$ cat src/rtl/pulse_meter.sv
// pulse_meter: measures how long sig stays high, in whole milliseconds.
// Tick length is FREQUENCY/1000 clock cycles.
// Optional two-flop input synchroniser: define PULSE_METER_SYNC_EN.
// Without it, sig is used directly and must already be synchronous to clk.

`ifndef FREQUENCY
`define FREQUENCY 10000
`endif

module pulse_meter #(
  parameter int WIDTH = 8
) (
  input  logic             clk,
  input  logic             rst,
  input  logic             arm,
  input  logic             sig,
  output logic             busy,
  output logic [WIDTH-1:0] ms,
  output logic             overflow,
  output logic             valid,
  input  logic             ready
);

  localparam int T  = `FREQUENCY / 1000;
  localparam int SW = (T > 1) ? $clog2(T) : 1;
  localparam logic [SW-1:0]    T_M1   = SW'(T - 1);
  localparam logic [WIDTH-1:0] MS_MAX = '1;

  typedef enum logic [1:0] {IDLE, ARMED, MEASURE, DONE} state_t;

  state_t           state_q, state_d;
  logic             sig_s, sig_p_q;
  logic             rise, fall;
  logic [SW-1:0]    sub_q, sub_d, base_sub;
  logic [WIDTH-1:0] ms_q, ms_d, base_ms;
  logic             ov_q, ov_d, base_ov;
  logic             advance;

`ifdef PULSE_METER_SYNC_EN
  logic [1:0] sync_q;

  // Two-flop synchroniser for a sig that may come straight from a pin
  always_ff @(posedge clk) begin
    if (rst) sync_q <= '0;
    else     sync_q <= {sync_q[0], sig};
  end

  assign sig_s = sync_q[1];
`else
  assign sig_s = sig;
`endif

  // Previous sample of sig_s for edge detection
  always_ff @(posedge clk) begin
    if (rst) sig_p_q <= 1'b0;
    else     sig_p_q <= sig_s;
  end

  assign rise = sig_s & ~sig_p_q;
  assign fall = ~sig_s & sig_p_q;

  // State register
  always_ff @(posedge clk) begin
    if (rst) state_q <= IDLE;
    else     state_q <= state_d;
  end

  // Next-state logic
  always_comb begin
    state_d = state_q;
    case (state_q)
      IDLE:    if (arm)   state_d = ARMED;
      ARMED:   if (rise)  state_d = MEASURE;
      MEASURE: if (fall)  state_d = DONE;
      DONE:    if (ready) state_d = IDLE;
      default:            state_d = IDLE;
    endcase
  end

  // Output decode
  always_comb begin
    busy  = (state_q == ARMED) || (state_q == MEASURE);
    valid = (state_q == DONE);
  end

  // Sub-ms down-counter and ms accumulator. The rising-edge cycle is itself a
  // high cycle, so MEASURE entry counts it on top of the cleared state.
  always_comb begin
    base_sub = (state_q == ARMED) ? T_M1 : sub_q;
    base_ms  = (state_q == ARMED) ? '0   : ms_q;
    base_ov  = (state_q == ARMED) ? 1'b0 : ov_q;
    advance  = ((state_q == ARMED) && rise) || ((state_q == MEASURE) && sig_s);
    sub_d    = sub_q;
    ms_d     = ms_q;
    ov_d     = ov_q;
    if (advance) begin
      ov_d = base_ov;
      if (base_sub == '0) begin
        sub_d = T_M1;
        if (base_ms == MS_MAX) begin
          ms_d = base_ms;
          ov_d = 1'b1;
        end else begin
          ms_d = base_ms + WIDTH'(1);
        end
      end else begin
        sub_d = base_sub - SW'(1);
        ms_d  = base_ms;
      end
    end
  end

  // Measurement registers; held outside ARMED/MEASURE so the result is stable
  always_ff @(posedge clk) begin
    if (rst) begin
      sub_q <= T_M1;
      ms_q  <= '0;
      ov_q  <= 1'b0;
    end else begin
      sub_q <= sub_d;
      ms_q  <= ms_d;
      ov_q  <= ov_d;
    end
  end

  assign ms       = ms_q;
  assign overflow = ov_q;

endmodule
$ cat config.mk
export PLATFORM = sky130hd
export DESIGN_NAME = pulse_meter
export DESIGN_NICKNAME = d
export VERILOG_FILES = /design/src/rtl/pulse_meter.sv
export SDC_FILE = /design/constraint.sdc
export NUM_CORES = 1
export LEC_CHECK = 0
export CORE_UTILIZATION = 50
export CTS_CLUSTER_DIAMETER = 40
export DETAILED_ROUTE_END_ITERATION = 8
export DONT_BUFFER_PORTS = 1
export PLACE_DENSITY = 0.74
export SLEW_MARGIN = 15
export SYNTH_ARGS = -nofsm -noshare
export SYNTH_HDL_FRONTEND = slang
export SYNTH_SLANG_ARGS = --single-unit
$ cat constraint.sdc
create_clock -name clk -period 2.27 [get_ports clk]
set_input_delay 0.3405 -clock clk [delete_from_list [all_inputs] [get_ports clk]]
set_output_delay 0.3405 -clock clk [all_outputs]
set_load 0.01 [all_outputs]
## Word-level counts from Yosys, hierarchy flattened

Cells that the tools add are included.

| cells by class | value |
|---|---|
| muxes and demuxes | 13 |
| bitwise logic cells | 4 |
| $add $sub $neg | 2 |
| reductions and logical operators | 7 |
| eq/ne operators | 8 |

Operator list:

| kind | number |
|---|---|
| 2-to-1 mux 8 bit | 3 |
| adder 8 x 1 -> 8 bit (second input constant) | 1 |
| equality test 8 bit (second input constant) | 1 |
| 2-to-1 mux 2 bit | 4 |
| 2-to-1 mux 4 bit | 2 |
| one-hot mux 2 bit (4 select lines) | 1 |
| != test 2 bit (second input constant) | 3 |
| equality test 2 bit (second input constant) | 2 |
| logical NOT 4 bit | 1 |
| AND reduction 4 bit | 1 |
| subtractor 4 x 1 -> 4 bit (second input constant) | 1 |
| 2-to-1 mux 1 bit | 3 |
| AND 1 bit | 2 |
| equality test 2 x 1 -> 1 bit (second input constant) | 1 |
| logical AND 1 bit | 2 |
| logical NOT 2 bit | 1 |
| logical OR 1 bit | 2 |
| != test 2 x 1 -> 1 bit (second input constant) | 1 |
| inverter 1 bit | 2 |

| word-level totals | value |
|---|---|
| output and inout port bits | 11 |
| register bits after elaboration | 16 |
| input bits | 5 |
| logic and storage cells | 39 |

## Logic depth before layout (Yosys ltp)

Gate-level depths: netlist of run 1.

| depth | value |
|---|---|
| depth in word-level cells | 5 |
| gate-level depth with buffers | 8 |
| gate-level depth less buffers | 7 |

## Worst setup path after synthesis of run 1

Ideal clock, no wire load.

| timing | value |
|---|---|
| path kind | flip-flop to flip-flop |
| start | reg state_q[1] |
| end | reg ms_q[0] (netlist: ms[0]) |
| arrival time | 1.744 ns |
| setup slack | 0.412 ns |
| path buffers | 1 |
| library setup time | 0.114 ns |
| cell stages (with the launch flop) | 8 |
| period minus slack after synthesis | 1.858 ns |
| cells stage by stage | dfxtp_1 > inv_1 > ha_1 > buf_2 > nand3b_1 > or3_1 > and3_1 > a2111oi_0 |

| on the way | value |
|---|---|
| cells in the longest elaborated chain, start to end | 5 |
| elaborated cells on any way between the ends | 12 |
| classes of those cells | add/sub: 1; eq/ne: 3; mux: 4; reduce/logical: 4 |

RTL lines:

| element | line | text |
|---|---|---|
| start: declaration | 31 | `state_t state_q, state_d;` |
| start signal: assignment | 65 | `else state_q <= state_d;` |
| equality test 2 x 1 -> 1 bit | 89, 90, 92 |  |
| 2-to-1 mux 8 bit | 90 | `base_ms = (state_q == ARMED) ? '0 : ms_q;` |
| adder 8 x 1 -> 8 bit or equality test 8 bit (tied branches) | 104, 100 |  |
| 2-to-1 mux 8 bit | 100 | `if (base_ms == MS_MAX) begin` |
| 2-to-1 mux 8 bit | 98 | `if (base_sub == '0) begin` |
| end signal: assignment | 121 | `ms_q <= ms_d;` |
| end: declaration | 35 | `logic [WIDTH-1:0] ms_q, ms_d, base_ms;` |

Several ways; a longest one is shown, not always the timed one.
A chain may end at the register's enable or synchronous reset.

## Final worst setup path of run 1

| timing | value |
|---|---|
| start | reg state_q[1] |
| end | reg ms_q[6] (netlist: ms[6]) |

Same word-level chain as after synthesis.

==> summary.md, run 1 <==
| Metric | Value |
|---|---|
| Area of the mapped netlist | 878.3 µm² |
| Total power after layout | 0.8277 mW |
| Remaining global-route overflow | 0 |
| Number of flops mapped to enable cells by yosys | 0 |
| Type of element capturing the critical path | flop |
| Nets in the synthesized netlist | 116 |
| CTS H-Tree Depth | 1 |
| Cell types occupying the most area after synthesis | sky130_fd_sc_hd__dfxtp_1, sky130_fd_sc_hd__ha_1, sky130_fd_sc_hd__nor2_1 |
| Setup repair after global routing missed its margin | no |
| Number of design rule violations left after detail routing | 1 |
| Startpoint kind of the worst setup timing path | flop |
| Routability congestion estimate from global placement | 0.8712 |
| Maximum number of pins on one net before global-route repair | 17 |
| Hold Buf Count CTS | 0 |
| Power density relative to cell area | 895.2 nW/µm² |
| Start-to-end type of the worst setup path | reg -> reg |
| Max-Cap Viols | 0 |
| Layout overhead on the synthesized area | 5.271% |
| Buffers inserted during post-CTS setup optimization | 0 |
| CP Max Fanout | 11 |
| Total core area | 1577 µm² |
| Post-synthesis register bit count | 16 |
| Largest stage delay on the critical path | 580 ps |
| Utilization after layout | 58.65% |
| Clock Sink Count | 16 |
| Worst slew margin relative to its limit | 51.42% |
| Floorplan die area | 1928 µm² |
| Post-layout min period | 2021 ps |
| Source-to-sink clock delay at the later pin of the worst-skew pair | 290 ps |
| Slowest-stage cell, CP | sky130_fd_sc_hd__or4_4 |
| R2R Setup Slk | 250 ps |
| Final routed wire length divided by cell count | 13.49 µm |
| Starting density of the core | 55.71% |
| Hold wc startpoint | rst |
| Post-Route Setup TNS | 0 ps |
| Delay-heaviest family, CP | simple AND/OR/NAND/NOR gates |
| Global-route total usage across every layer | 19.19% |
| Combined buffer and inverter count along the critical path | 1 |
| Worst-path clk slew | 100 ps |
| Final setup skew | 3.474 ps |
| Via density per instance | 6.122 |
| Final count of hold timing violations | 0 |
| Most common cell in the netlist | sky130_fd_sc_hd__dfxtp_1 |
| Proportion of netlist area held by the largest area contributor | 36.47% |
| Post-Syn Instances | 106 |
| Total Wirelength | 1659 µm |
| Share of the yosys chip area belonging to registers | 36.47% |
| Clock root buffer master | sky130_fd_sc_hd__clkbuf_4 |
| List of most frequent post-synthesis cells | sky130_fd_sc_hd__dfxtp_1, sky130_fd_sc_hd__nor2_1, sky130_fd_sc_hd__inv_1 |
| Clock buffers created by TritonCTS | 3 |
| Row Count | 14 |
| Measured slew at the worst slew-check pin | 721.1 ps |
| Required @ worst endpoint | 2490 ps |
| Arrival time of the worst setup path | 2240 ps |
| Final worst hold slack | 106.7 ps |
| Violations in the final reports | design-rule violations |
| HP Class | in -> reg |
| Cells traversed along the worst timing path | inv_1, ha_2, nor2b_1, o21ai_0, or4_4, a31oi_1 |
| Count of yosys warnings during synthesis | 0 |
| Via count of the first global-routing pass | 671 |
| Number of setup violations in the final report | 0 |
| TritonRoute pass-1 iters | 6 |
| Timing-limited maximum frequency | 494.8 MHz |
| Cell count of the worst reg-to-reg path | 6 |
| Reg2reg start | state_q[1] |
| First-pass GRT wire length | 2766 µm |
| Number of antenna violations at the first check in global routing | 0 |
| Leakage | 0.3245 nW |
| Diodes inserted | 0 |
| HPWL reported at the end of detailed placement | 1224 µm |
| IO buf count | 0 |
| Hold Path Stages | 1 |
| TritonCTS clock tree | yes |
| Total number of nets in the final design | 118 |
| Main flop type after synthesis | sky130_fd_sc_hd__dfxtp_1 |
| Die span in y | 43.91 µm |
| I/O pin total | 16 |
| Number of library cell types mapped by synthesis | 36 |
| Die width | 43.91 µm |
| Vias after detailed routing | 753 |
| Cell taking the most area after synthesis | sky130_fd_sc_hd__dfxtp_1 |
| Share of post-route cells with drive strength above 1 | 9.346% |
| Fraction of registers with async set/reset | 0% |
| Pins over their slew limit | 0 |
| Buffer levels on the longest clock path | 2 |
| Avg Inst Size Synth | 8.286 µm² |
| Result of the run | complete, but fails checks |
| Number of design-rule violations left by the first detailed-router iteration | 23 |
| Endpoint of the worst hold path | sub_q[1] |
| Post-route fraction of the period consumed by the critical path | 89.04% |
| Worst ir drop on vdd | 564.4 µV |
| Critical register-to-register path endpoint | ms[6] |
| Post-route antenna net violation count | 0 |
metal layers:
layer / GRT usage, % / up-vias / wire [µm]
met2: 29.85 / 29 / 714
met1: 24.49 / 330 / 820
met3: 5.417 / 2 / 110
li1: - / 392 / -
met4: 9.091 / 0 / 13
met5: 0 / - / 0
how the worst max path moves through the flow:
stage                     startpoint  endpoint  slack, ps  cells past startpoint
after detailed placement  state_q[1]     ms[6]        200                      6
final                     state_q[1]     ms[6]        250                      6
after global routing      state_q[1]     ms[6]         60                      6
after global placement    state_q[1]     ms[0]        280                      6
after floorplan           state_q[1]     ms[0]        410                      7
after CTS                 state_q[1]     ms[6]        170                      6
kinds of logic (layout without fill, tap and decap cells):
family	count (synthesis)	count (layout)	share of synthesized area [%]
simple gates	42	42	25.50
buf+inv	10	11	4.416
mux	4	4	4.701
xor+xnor	1	1	0.9973
flops	16	16	36.47
compound gates	28	28	20.80
fa+ha+maj	5	5	7.123
worst reg2reg max path, cell delays in order (launching register included):
cell	delay [ps]
sky130_fd_sc_hd__dfxtp_1	360
sky130_fd_sc_hd__inv_1	110
sky130_fd_sc_hd__ha_2	290
sky130_fd_sc_hd__nor2b_1	190
sky130_fd_sc_hd__o21ai_0	260
sky130_fd_sc_hd__or4_4	580
sky130_fd_sc_hd__a31oi_1	160
power breakdown:
part / internal [mW] / switching, mW / total, mW / leakage, nW
Combinational: 0.116 / 0.187 / 0.303 / 0.174
Clock: 0.0976 / 0.0932 / 0.191 / 0.0210
Sequential: 0.306 / 0.0279 / 0.334 / 0.130
Total: 0.519 / 0.308 / 0.828 / 0.325
area by class of cell:
| type | count | area [µm²] |
|---|---|---|
| well taps | 16 | 20.02 |
| flip-flops and latches | 16 | 320.3 |
| clock buffers | 4 | 36.28 |
| inverters | 7 | 26.28 |
| fillers | 132 | 651.9 |
| multi-input cells | 80 | 521.8 |
sequential cells by signal, summed over array words and instances, names as in the netlist:
name and flops:
overflow 1, sub_q 4, state_q 2, ms 8, sig_p_q 1
per-stage QoR:
| stage | instances | cell area (µm²) | setup slack, ps |
|---|---|---|---|
| after floorplan | 106 | 878.3 | 412.0 |
| after global placement | 119 | 885.9 | 283.4 |
| after detailed placement | 119 | 885.9 | 199.0 |
| after CTS | 123 | 922.1 | 168.5 |
| after global routing | 123 | 924.6 | 57.46 |
| final | 123 | 924.6 | 248.8 |
placed cells by master (no fill, tap or decap), types with 4 or more instances in the layout:
master	instances
sky130_fd_sc_hd__nor2_1	11
sky130_fd_sc_hd__nand2_1	6
sky130_fd_sc_hd__nand3_1	5
sky130_fd_sc_hd__o21ai_0	6
sky130_fd_sc_hd__ha_1	4
sky130_fd_sc_hd__a21oi_1	6
sky130_fd_sc_hd__a31oi_1	4
sky130_fd_sc_hd__inv_1	7
sky130_fd_sc_hd__dfxtp_1	16
timing repair:
action                     CTS  global route
setup endpoints to repair    0             3
hold endpoints to repair     0             0
resized for setup            0             1
Note: power is estimated with default switching activity, not from simulation.
==> run 2: changes to the inputs <==
CELL_PAD_IN_SITES_DETAIL_PLACEMENT = 1   (was not set)
CELL_PAD_IN_SITES_GLOBAL_PLACEMENT = 2   (was not set)
CORE_UTILIZATION = 35   (was 50)
CTS_CLUSTER_SIZE = 12   (was not set)
PLACE_DENSITY = 0.84   (was 0.74)
==> summary.md, run 2 (synthesis gave the netlist of run 1 again) <==
| Metric | Value |
|---|---|
| Switching power | 0.3158 mW (+2.4%) |
| Remaining global-route overflow | 0 (unchanged) |
| Final worst hold slack | 104.7 ps (-1.985 ps) |
| Buffers inserted during post-CTS setup optimization | 0 (unchanged) |
| Final routed wire length divided by cell count | 15.33 µm (+14%) |
| TritonCTS clock tree | yes |
| CTS H-Tree Depth | 1 (unchanged) |
| Hold Buf Count CTS | 0 (unchanged) |
| Total core area | 2297 µm² (+46%) |
| Final setup skew | 1.755 ps (-1.720 ps) |
| Clock power frac | 23.3% (+0.2 points) |
| Max-Cap Viols | 0 (unchanged) |
| Number of setup violations in the final report | 0 (unchanged) |
| Combinational Power Share | 37.0% (+0.3 points) |
| Floorplan die area | 2714 µm² (+41%) |
| Result of the run | complete, no violations |
| Clock buffers created by TritonCTS | 3 (unchanged) |
| Number of design-rule violations left by the first detailed-router iteration | 9 (-61%) |
| Pins over their slew limit | 0 (unchanged) |
| Post-Route Setup TNS | 0 ps (unchanged) |
| Via count of the first global-routing pass | 750 (+12%) |
| Measured slew at the worst slew-check pin | 534.7 ps (-186.3 ps) |
| Required @ worst endpoint | 2500 ps (about the same) |
| Starting density of the core | 38.24% (-17 points) |
| Start-to-end type of the worst setup path | reg -> reg |
| Row Count | 17 (+3) |
| Share of post-route cells with drive strength above 1 | 9.259% (-0.087 points) |
| HP Class | in -> reg |
| Switching share of power | 37.65% (+0.40 points) |
| Post-layout min period | 2040 ps (+18.99 ps) |
| Post-route fraction of the period consumed by the critical path | 89.88% (+0.84 points) |
| Largest stage delay on the critical path | 560 ps (-20 ps) |
| Maximum number of pins on one net before global-route repair | 17 (unchanged) |
| Count of instances resized after the clock tree is built | 0 (unchanged) |
| Worst slew margin relative to its limit | 63.97% (+13 points) |
| IO buf count | 0 (unchanged) |
| Die span in y | 52.10 µm (+19%) |
| First-pass GRT wire length | 3408 µm (+23%) |
| Die width | 52.10 µm (+19%) |
| Cells traversed along the worst timing path | inv_1, ha_1, nor2b_1, o21ai_0, or4_4, a31oi_1 |
| TritonRoute pass-1 iters | 4 (-2) |
| Post-route antenna net violation count | 0 (unchanged) |
| Total Wirelength | 2085 µm (+26%) |
| Most common cell after layout, fill and taps aside | sky130_fd_sc_hd__dfxtp_1 |
| Clock Sink Count | 16 (unchanged) |
| Sequential share of power | 39.7% (-0.6 points) |
| Type of element capturing the critical path | flop |
| Source-to-sink clock delay at the later pin of the worst-skew pair | 290 ps (about the same) |
| Clock root buffer master | sky130_fd_sc_hd__clkbuf_4 |
| Flip-flop count of the largest register after layout | 8 (unchanged) |
| Timing-limited maximum frequency | 490.1 MHz (-0.93%) |
| Worst-path clk slew | 100 ps (about the same) |
| Via density per instance | 5.757 (-6.0%) |
| Diodes inserted | 0 (unchanged) |
| Internal power | 0.5230 mW (+0.70%) |
| Layout overhead on the synthesized area | 7.550% |
| Global-route total usage across every layer | 17.42% (-1.8 points) |
| Commonest non-fill, non-tap cells in the layout | sky130_fd_sc_hd__dfxtp_1, sky130_fd_sc_hd__nor2_1, sky130_fd_sc_hd__inv_1 |
| HPWL reported at the end of detailed placement | 1572 µm (+28%) |
| Vias after detailed routing | 783 (+4.0%) |
| Setup repair after global routing missed its margin | no |
| Arrival time of the worst setup path | 2270 ps (+30 ps) |
| Total number of nets in the final design | 119 (+0.85%) |
| Power density relative to cell area | 888.0 nW/µm² (-0.80%) |
| Buffer levels on the longest clock path | 2 (unchanged) |
| CP Max Fanout | 11 (unchanged) |
| Number of design rule violations left after detail routing | 0 (-1) |
| Number of antenna violations at the first check in global routing | 0 (unchanged) |
| Startpoint kind of the worst setup timing path | flop |
| Routability congestion estimate from global placement | 0.8472 (-2.8%) |
| Final count of hold timing violations | 0 (unchanged) |
| I/O pin total | 16 (unchanged) |
| Slowest-stage cell, CP | sky130_fd_sc_hd__or4_4 |
| Worst ir drop on vdd | 450.2 µV (-20%) |
| Total power after layout | 0.8388 mW (+1.3%) |
| Leakage | 0.3301 nW (+1.7%) |
| Delay-heaviest family, CP | simple AND/OR/NAND/NOR gates |
| Combined buffer and inverter count along the critical path | 1 (unchanged) |
-- run 2: cell count changes in the layout (fill, tap and decap cells not counted) --
| cell | before | now |
|---|---|---|
| sky130_fd_sc_hd__buf_4 | 0 | 1 |
| sky130_fd_sc_hd__ha_2 | 1 | 0 |
| sky130_fd_sc_hd__ha_1 | 4 | 5 |
-- run 2: cell type report --
type,count,area (µm²)
fill,289,1353
multi-input combinational,80,519.2
sequential,16,320.3
clock buffer,4,36.28
tap,28,35.03
inverter,7,26.28
timing repair buffer,1,7.507
-- run 2: layer usage --
metal	GRT usage (%)	routed length, µm	part of all wire [%]	vias up
li1	-	-	-	390
met1	21.48	1015	49	378
met2	28.42	959	46	11
met3	2.924	68	3.3	4
met4	9.459	41	2.0	0
met5	0	0	0	-
-- run 2: stage by stage --
| step | worst slack [ps] | cell area [µm²] | cells | utilization, % |
|---|---|---|---|---|
| after floorplan | 412.0 | 878.3 | 106 | - |
| after global placement | 345.6 | 908.4 | 132 | 39.54 |
| after detailed placement | 213.0 | 908.4 | 132 | 39.54 |
| after CTS | 191.4 | 944.7 | 136 | 41.12 |
| after global routing | 53.96 | 944.7 | 136 | 41.12 |
| final | 229.8 | 944.7 | 136 | 41.12 |
-- run 2: power by group through the flow --
stage	clock network (mW)	registers, mW	logic [mW]
final	0.195	0.333	0.311
after global routing	0.218	0.338	0.348
after CTS	0.202	0.333	0.312
after detailed placement	0	0.339	0.312
after global placement	0	0.337	0.300
after floorplan	0	0.332	0.243
-- run 2: worst paths after layout --
check / to / slack [ps] / from / cells past startpoint
max: ms[6] / 230 / state_q[1] / 6
min: sub_q[1] / 100 / rst / 1
max reg2reg: ms[6] / 230 / state_q[1] / 6
min reg2reg: overflow / 510 / overflow / 2
